--- src/rtl/ni_req_scheduler.sv ---
// ---------------------------------------------------------------------------
// ni_req_scheduler
//
// Request-side scheduler for the NI initiator. Two packet sources share the
// single request flit path into out_buffer:
//   - the write-packet builder (AW+W), port prefix wr_
//   - the read-packet builder (AR),    port prefix rd_
//
// Packets are kept atomic on the link: once a multi-flit packet's head has
// been transferred, that source keeps the output until its tail goes out.
// Head selection alternates fairly between the sources. The number of
// outstanding write and read transactions is capped using the decrement
// pulses coming back from the response side.
//
// The data path is purely combinational. No flit is stored here, and every
// transfer is a valid && ready handshake on the source side.
//
// Ports:
//   clk, rst              clock and synchronous active-high reset
//   wr_valid/flit/last    write source flit, plus its tail marker
//   wr_ready              write flit consumed this cycle
//   rd_valid/flit/last    read source flit, plus its tail marker
//   rd_ready              read flit consumed this cycle
//   flit_out, valid_out   flit and write strobe towards out_buffer
//   stall_in              out_buffer is full
//   decr_wr, decr_rd      one write / read response completed (1-cycle pulse)
//   outs_wr, outs_rd      current outstanding write / read counts
//   err_underflow         sticky flag: a decrement arrived with its count at 0
// ---------------------------------------------------------------------------
module ni_req_scheduler #(
  parameter int FLIT_WIDTH  = 80,
  parameter int MAX_OUTS_WR = 8,
  parameter int MAX_OUTS_RD = 8,
  parameter int CNT_WD      = 8
) (
  input  logic                  clk,
  input  logic                  rst,

  input  logic                  wr_valid,
  input  logic [FLIT_WIDTH-1:0] wr_flit,
  input  logic                  wr_last,
  output logic                  wr_ready,

  input  logic                  rd_valid,
  input  logic [FLIT_WIDTH-1:0] rd_flit,
  input  logic                  rd_last,
  output logic                  rd_ready,

  output logic [FLIT_WIDTH-1:0] flit_out,
  output logic                  valid_out,
  input  logic                  stall_in,

  input  logic                  decr_wr,
  input  logic                  decr_rd,
  output logic [CNT_WD-1:0]     outs_wr,
  output logic [CNT_WD-1:0]     outs_rd,
  output logic                  err_underflow
);

  typedef enum logic [1:0] {
    IDLE   = 2'd0,
    WR_PKT = 2'd1,
    RD_PKT = 2'd2
  } state_t;

  typedef enum logic {
    PRIO_WR = 1'b0,
    PRIO_RD = 1'b1
  } prio_t;

  localparam logic [CNT_WD-1:0] MAX_WR_C = CNT_WD'(MAX_OUTS_WR);
  localparam logic [CNT_WD-1:0] MAX_RD_C = CNT_WD'(MAX_OUTS_RD);
  localparam logic [CNT_WD-1:0] CNT_ONE  = CNT_WD'(1);

  state_t            state_q, state_d;
  prio_t             prio_q, prio_d;
  logic [CNT_WD-1:0] outs_wr_q, outs_wr_d;
  logic [CNT_WD-1:0] outs_rd_q, outs_rd_d;
  logic              err_underflow_q, err_underflow_d;

  logic wr_below, rd_below;
  logic wr_elig, rd_elig;
  logic wr_xfer, rd_xfer;
  logic inc_wr, inc_rd;

  // A source may start a new transaction only when its outstanding count
  // is below the cap. Body flits of a packet that is already running are
  // not affected by this.
  always_comb begin
    wr_below = (outs_wr_q < MAX_WR_C);
    rd_below = (outs_rd_q < MAX_RD_C);
    wr_elig  = wr_valid && wr_below;
    rd_elig  = rd_valid && rd_below;
  end

  // Output mux and ready generation.
  // In IDLE, a source's ready means "you would win the head slot if you
  // were valid". This keeps each ready free of the same source's valid.
  // It only looks at the registers, stall_in and the other source's
  // eligibility. Both readies can never be granted to two valid, eligible
  // sources at once, because the prio term breaks the tie.
  // While locked, only the owning source reaches the output. Its bubbles
  // show up as valid_out=0 without releasing the lock.
  always_comb begin
    wr_ready  = 1'b0;
    rd_ready  = 1'b0;
    valid_out = 1'b0;
    flit_out  = '0;
    unique case (state_q)
      IDLE: begin
        wr_ready = !stall_in && wr_below && ((prio_q == PRIO_WR) || !rd_elig);
        rd_ready = !stall_in && rd_below && ((prio_q == PRIO_RD) || !wr_elig);
        if (wr_elig && ((prio_q == PRIO_WR) || !rd_elig)) begin
          valid_out = 1'b1;
          flit_out  = wr_flit;
        end else if (rd_elig) begin
          valid_out = 1'b1;
          flit_out  = rd_flit;
        end
      end
      WR_PKT: begin
        wr_ready  = !stall_in;
        valid_out = wr_valid;
        flit_out  = wr_flit;
      end
      RD_PKT: begin
        rd_ready  = !stall_in;
        valid_out = rd_valid;
        flit_out  = rd_flit;
      end
      default: begin
      end
    endcase
    // Nothing may be accepted or emitted while reset is held, even if the
    // registers still show a packet in flight.
    if (rst) begin
      wr_ready  = 1'b0;
      rd_ready  = 1'b0;
      valid_out = 1'b0;
    end
  end

  // Next-state logic. A head transfer in IDLE commits a transaction, which
  // bumps the counter. A single-flit packet hands priority straight to the
  // other source. A multi-flit head locks the path until the tail goes out.
  always_comb begin
    wr_xfer = wr_valid && wr_ready;
    rd_xfer = rd_valid && rd_ready;
    state_d = state_q;
    prio_d  = prio_q;
    inc_wr  = 1'b0;
    inc_rd  = 1'b0;
    unique case (state_q)
      IDLE: begin
        if (wr_xfer) begin
          inc_wr = 1'b1;
          if (wr_last) begin
            prio_d = PRIO_RD;
          end else begin
            state_d = WR_PKT;
          end
        end else if (rd_xfer) begin
          inc_rd = 1'b1;
          if (rd_last) begin
            prio_d = PRIO_WR;
          end else begin
            state_d = RD_PKT;
          end
        end
      end
      WR_PKT: begin
        if (wr_xfer && wr_last) begin
          state_d = IDLE;
          prio_d  = PRIO_RD;
        end
      end
      RD_PKT: begin
        if (rd_xfer && rd_last) begin
          state_d = IDLE;
          prio_d  = PRIO_WR;
        end
      end
      default: begin
        state_d = IDLE;
      end
    endcase
  end

  // Outstanding counters. When an increment and a decrement land in the
  // same cycle they cancel out. A decrement that would wrap below zero is
  // dropped and recorded in the sticky error flag instead. Overflow is
  // impossible because eligibility stops heads at the cap.
  always_comb begin
    outs_wr_d       = outs_wr_q;
    outs_rd_d       = outs_rd_q;
    err_underflow_d = err_underflow_q;

    if (inc_wr && !decr_wr) begin
      outs_wr_d = outs_wr_q + CNT_ONE;
    end else if (!inc_wr && decr_wr) begin
      if (outs_wr_q == '0) begin
        err_underflow_d = 1'b1;
      end else begin
        outs_wr_d = outs_wr_q - CNT_ONE;
      end
    end

    if (inc_rd && !decr_rd) begin
      outs_rd_d = outs_rd_q + CNT_ONE;
    end else if (!inc_rd && decr_rd) begin
      if (outs_rd_q == '0) begin
        err_underflow_d = 1'b1;
      end else begin
        outs_rd_d = outs_rd_q - CNT_ONE;
      end
    end
  end

  // State, priority, counters and the error flag. A reset mid-packet simply
  // abandons the partial packet; the sources are reset alongside.
  always_ff @(posedge clk) begin
    if (rst) begin
      state_q         <= IDLE;
      prio_q          <= PRIO_WR;
      outs_wr_q       <= '0;
      outs_rd_q       <= '0;
      err_underflow_q <= 1'b0;
    end else begin
      state_q         <= state_d;
      prio_q          <= prio_d;
      outs_wr_q       <= outs_wr_d;
      outs_rd_q       <= outs_rd_d;
      err_underflow_q <= err_underflow_d;
    end
  end

  assign outs_wr       = outs_wr_q;
  assign outs_rd       = outs_rd_q;
  assign err_underflow = err_underflow_q;

endmodule
--- config.mk ---
export PLATFORM = sky130hd
export DESIGN_NAME = ni_req_scheduler
export DESIGN_NICKNAME = d
export VERILOG_FILES = /design/src/rtl/ni_req_scheduler.sv
export SDC_FILE = /design/constraint.sdc
export NUM_CORES = 1
export LEC_CHECK = 0
export ABC_AREA = 1
export CELL_PAD_IN_SITES_DETAIL_PLACEMENT = 1
export CELL_PAD_IN_SITES_GLOBAL_PLACEMENT = 1
export CORE_MARGIN = 4
export CORE_UTILIZATION = 20
export CTS_CLUSTER_DIAMETER = 50
export DETAILED_ROUTE_END_ITERATION = 12
export PLACE_DENSITY = 0.83
export SYNTH_ARGS = -nofsm -noshare
export SYNTH_HDL_FRONTEND = slang
export SYNTH_SLANG_ARGS = --single-unit
--- constraint.sdc ---
create_clock -name clk -period 2.8 [get_ports clk]
set_clock_uncertainty 0.05 [all_clocks]
set_input_delay 0.56 -clock clk [delete_from_list [all_inputs] [get_ports clk]]
set_output_delay 0.56 -clock clk [all_outputs]
set_load 0.05 [all_outputs]
* Yosys cells after proc, flatten, opt, wreduce, memory -nomap -nowiden
Index checks and enable logic that the tools add are counted.
** Word-level totals
- Bits in registers :: 20
- Bits of input ports :: 169
- Output and inout bits :: 100
** Cells by class
- $add $sub $neg :: 4
- Order comparisons :: 2
- Eq/ne operators :: 11
- Multiplexer cells :: 42
- Bitwise gates (word level) :: 1
- Reduce and logical (&&, ||, !) cells :: 34
** Operators with widths (number)
- $pmux W80 S3 :: 1
- $mux W80 :: 2
- $mux W8 :: 6
- $mux W1 :: 22
- $add A8 B1 Y8 const B :: 2
- $logic_not A8 Y1 :: 2
- $lt A8 B4 Y1 const B :: 2
- $sub A8 B1 Y8 const B :: 2
- $logic_and A1 B1 Y1 :: 15
- $ne A3 B3 Y1 const B :: 5
- $mux W2 :: 6
- $ne A2 B2 Y1 const B :: 4
- $logic_not A1 Y1 :: 7
- $pmux W1 S3 :: 2
- $pmux W2 S3 :: 1
- $reduce_and A6 Y1 :: 1
- $reduce_and A5 Y1 :: 1
- $pmux W1 S2 :: 2
- $reduce_and A2 Y1 :: 2
- $reduce_bool A2 Y1 :: 2
- $reduce_bool A3 Y1 :: 1
- $eq A2 B1 Y1 const B :: 1
- $eq A2 B2 Y1 const B :: 1
- $logic_not A2 Y1 :: 1
- other kinds (2) :: 3

* Depth between registers and ports, before layout
- Depth in word-level cells :: 17
- Mapped depth :: 20
- Gate-level depth less buffers :: 20

* Least setup slack after synthesis
No wires, ideal clock.
- Kind :: register -> register
- Start :: register outs_rd_q[7], in the netlist outs_rd[7]
- End :: register outs_wr_q[7], in the netlist outs_wr[7]
- Data arrival time :: 2820 ps
- Required time :: 2637 ps
- Path slack :: -183 ps
- Cell stages (with the launch flop) :: 20
- Clock period less this slack :: 2983 ps
- Cell sequence :: dfxtp_1 > inv_1 > nand2_1 > nor2_1 > nand3_1 > nand2_2 > nand2_4 > nand3_4 > nor2_1 > ha_1 > inv_1 > ha_1 > a21oi_1 > nand2_1 > nand4_1 > o211ai_1 > a21oi_1 > o21ai_0 > nor2_1 > nor2_1
** On the way
- Word-level cells in the longest chain between the ends :: 14
- Elaborated cells on any way between the ends :: 17
- Those cells by class :: order compare: 1; eq/ne: 1; mux: 5; reduce/logical: 10
** Ends and longest elaborated chain
- from (decl) :: RTL line 78 : logic [CNT_WD-1:0] outs_rd_q, outs_rd_d;
- from (signal assigned) :: RTL line 232 : outs_rd_q <= outs_rd_d;
- $lt A8 B4 Y1 * :: RTL line 91 : rd_below = (outs_rd_q < MAX_RD_C);
- $logic_and A1 B1 Y1 * :: RTL line 93 : rd_elig = rd_valid && rd_below;
- $logic_not A1 Y1 * :: RTL line 111 : wr_ready = !stall_in && wr_below && ((prio_q == PRIO_WR) || !rd_elig);
- $logic_or A1 B1 Y1 * :: RTL line 111
- $logic_and A1 B1 Y1 * :: RTL line 111
- $pmux W1 S2 * :: RTL line 109 : unique case (state_q)
- $mux W1 * :: RTL line 136 : if (rst) begin
- $logic_and A1 B1 Y1 * :: RTL line 147 : wr_xfer = wr_valid && wr_ready;
- $mux W1 * :: RTL line 155 : if (wr_xfer) begin
- $mux W1 * :: RTL line 153 : unique case (state_q)
- $logic_not A1 Y1 :: RTL line 200 : end else if (!inc_wr && decr_wr) begin
- $logic_and A1 B1 Y1 :: RTL line 200
- $reduce_bool A2 Y1 (no line)
- $reduce_and A2 Y1 (no line)
- to (signal assigned) :: RTL line 231 : outs_wr_q <= outs_wr_d;
- to (decl) :: RTL line 77 : logic [CNT_WD-1:0] outs_wr_q, outs_wr_d;
Every way passes the cells marked *; elsewhere a longest branch is shown, timed or not.
A chain may end at the register's enable or synchronous reset.

* Worst setup path in the final report
- Start :: register outs_rd_q[4], in the netlist outs_rd[4]
- End :: register outs_rd_q[7], in the netlist outs_rd[7]
** On the way
- Word-level cells in the longest chain between the ends :: 14
- Elaborated cells on any way between the ends :: 28
- Those cells by class :: add/sub: 2; order compare: 1; eq/ne: 1; mux: 10; reduce/logical: 14
** Ends and longest elaborated chain
- $lt A8 B4 Y1 :: RTL line 91
- $logic_and A1 B1 Y1 :: RTL line 93
- $logic_not A1 Y1 :: RTL line 111
- $logic_or A1 B1 Y1 :: RTL line 111
- $logic_and A1 B1 Y1 :: RTL line 111
- $pmux W1 S2 :: RTL line 109
- $mux W1 :: RTL line 136
- $logic_and A1 B1 Y1 :: RTL line 147
- $mux W1 :: RTL line 155
- $mux W1 :: RTL line 153
- $logic_not A1 Y1 :: RTL line 210 : end else if (!inc_rd && decr_rd) begin
- $logic_and A1 B1 Y1 :: RTL line 210
- $reduce_bool A2 Y1 (no line)
- $reduce_and A2 Y1 (no line)
Parallel ways exist; a longest one is shown, timed or not. The select of a mux whose other input is x is not followed.

==> results.toml <==
[status]
run_status = "finished with violations"
violations = "setup timing"

[synthesis]
synth_fp_nets = 855
synth_top_area_cell = "inv_1"
yosysUniqueCellTypes = 37
synth_seq_area_share_pct = 10.8
synth_edf_count = 0
syn_area_mm2 = 0.00372
yosys-top-cells-count = "279 x inv_1, 103 x nor2_1, 63 x o22ai_1"
ys.flop_type = "dfxtp_1"
synthArstFlopShare_pct = 0
ys_top_cells_by_area = "inv_1 28%, dfxtp_1 11%, o22ai_1 11%"
yosysWarnings = 0
yosysMostFrequentCell = "inv_1"
synth_top_area_share_pct = 28.2
synth_area_per_cell_um2 = 5.61
ys_ff_latch = 20
synthCells = 663

[timing]
finalCritPeriodShare_pct = 109
worstMarginPinSlew_ns = 0.717
rsz0062_at_grt = "yes"
hold_viol = 0
fmax_mhz = 327
setup_tns_ns = -4.99
setup-violations-final = 82
fin_ws_ns = -0.256
fin_crit_ns = 3.06
relSlewSlack_pct = 52.2
drv_slew = 0

[final_layout]
seqCellArea_um2 = 417
fill_cells = 2097
stdcell_count = 1228
multi_input_area_mm2 = 0.00300
layout-drive-gt1-share_pct = 40.1
stdcell_area_mm2 = 0.00927
syn2layout_area_growth_pct = 149
fin_nets = 1192

[critical_path]
worst_setup_path_end_kind = "register"
worstPathCellList = "nor2_4, nand4_1, nor2_2, nand2_2, nand2_4, buf_6, nand3_4, nor2_4, ha_4, inv_6, ha_4, a21oi_4, nand2_2, nand4_1, o211ai_1, a21oi_2, o21ai_2, o21ai_1, a21oi_1"
startpoint_type = "register"
worstRegToRegCells = 19
crit_start = "outs_rd[4]"
timing.rr.start = "outs_rd[4]"
path_max_fanout = 8
worstPathArrival_ns = 3.15
critPathRequiredTime_ns = 2.89
criticalPathCategory = "register to register"
regToRegSetupSlack_ns = -0.26
slowest_stage = "dfxtp_4"
r2r_end = "outs_rd[7]"
cpPeakStageDelay_ns = 0.35

[placement]
dp_hpwl_um = 15900
io_buffer_count = 268
place.gp.congestion = 0.842
placed_cell_area_mm2 = 0.00773
place_inst = 1195

[cts]
root_buffer = "clkbuf_16"
clkTransAtPathRegs_ns = 0.06
cts_hold_buf = 0
htreeDepth = 1
clk_latency_ns = 0.26
cts_tree = "done"
cts_buffers = 3
clock-sinks = 20
cts_buffer_depth = 2

[flow_run]
drv_cap = 0

[floorplanning]
start_util_pct = 20.5
io_pins = 269
num_rows = 49
dieArea_mm2 = 0.0208
coreArea_mm2 = 0.0181
die_x_um = 144
fp.dieH_um = 144

[drt]
via_per_inst = 4.56
vias = 5597
wl_per_cell_um = 19.6
drt_wl_total_um = 24000
dr.pass1.iters = 4
antenna_left = 0
route.detailed.drc = 0
drt_iter0_drc = 158

[global_routing]
grt_pass1_vias = 5804
grtUsageTotal_pct = 17.8
grt_pass1_wl_um = 29800
grt_max_degree = 81
antenna_found_initial = 1
gr-total-overflow = 0

[power_and_ir_drop]
powerDensity_mw_per_mm2 = 1630
p_total_w = 0.0151
irDropWorstVdd_uv = 757
p_leak_nw = 4.34

[worst_hold_path]
hp-class = "register to register"
hold_depth = 2
worstHoldEndpoint = "outs_wr[4]"
hold_start = "outs_wr[4]"
==> sequential cells by signal (all words and copies together), names as in the netlist <==
signal / flops
outs_wr: 8
outs_rd: 8
state_q: 2
prio_q: 1
err_underflow: 1
==> power breakdown <==
part	internal [W]	switching, W
registers	0.000426	0.000166
clock network	0.000189	0.000117
logic	0.00642	0.00778
==> cell type report <==
class	count	share of cell area, %
Tap cell	229	3.09
Antenna cell	1	0.0270
Multi-Input combinational cell	337	32.4
Timing Repair Buffer	358	47.8
Inverter	280	11.4
Sequential cell	20	4.49
Clock buffer	3	0.810
==> what timing repair did <==
action | CTS | global route
buffers inserted | 12 | 9
hold endpoints to repair | 0 | 0
setup endpoints to repair | 86 | 90
pin swaps | 16 | 43
gates resized for setup | 110 | 167
cloned | 5 | 7
==> stage by stage <==
stage	utilization (%)	hold slack, ns	setup slack (ns)
finish	51.1	0.502	-0.256
global route	51.1	0.517	-0.362
CTS	46.1	0.503	-0.0394
detailed placement	42.6	0.480	-0.560
global placement	42.6	0.460	-0.354
floorplan	-	0.424	0.0116
==> worst max-delay path by stage <==
stage                         to  slack, ns  cells past startpoint
global route          outs_rd[7]      -0.36                     19
finish                outs_rd[7]      -0.26                     19
CTS                 flit_out[52]      -0.04                     14
global placement      outs_rd[7]      -0.35                     18
detailed placement    outs_rd[7]      -0.56                     18
floorplan             outs_wr[7]       0.01                     19
==> kinds of logic (layout without fill, tap and decap cells) <==
group,Yosys count,in the layout,share of synthesized area (%)
fa+ha+maj,23,23,8.15
simple gates,168,168,20.6
compound gates,138,138,25.4
buf+inv,306,641,33.2
flops,20,20,10.8
other cells,0,1,0
xor+xnor,8,8,1.88
==> worst max-delay path, delay by kind of cell (launching register included) <==
kind,cells,cell delay [ns]
and+or+nand+nor,9,1.13
adders and majority gates,2,0.41
DFF,1,0.35
AOI/OAI and AO/OA,6,0.84
buffers and inverters,2,0.16
==> metal layers <==
| metal | GRT usage (%) | up-vias | part of all wire (%) |
|---|---|---|---|
| li1 | - | 2647 | - |
| met5 | 0 | - | 0 |
| met4 | 4.27 | 0 | 2.6 |
| met3 | 2.84 | 47 | 5.6 |
| met1 | 18.8 | 2692 | 35 |
| met2 | 36.1 | 211 | 57 |
==> placed cells by master, fill, tap and decap left out, types with 3 or more instances in the layout <==
master and instances:
nor2_2 53, ha_2 5, xor2_1 5, o21ai_1 5
xnor2_1 3, nand3_1 10, dlygate4sd2_1 3, dfxtp_2 10
clkbuf_16 9, dfxtp_1 9, ha_4 7, o22ai_4 14
ha_1 9, a21oi_2 9, nand4_1 4, buf_12 84
nor2_4 36, o21ai_0 13, clkdlybuf4s50_1 182, inv_1 258
nand2_2 8, buf_6 20, o22ai_2 42, o22ai_1 26
a21oi_1 18, inv_2 21, buf_4 60, nand2_1 23
nor2_1 21, nand3_2 4
Power figures use the tool's default switching activity.
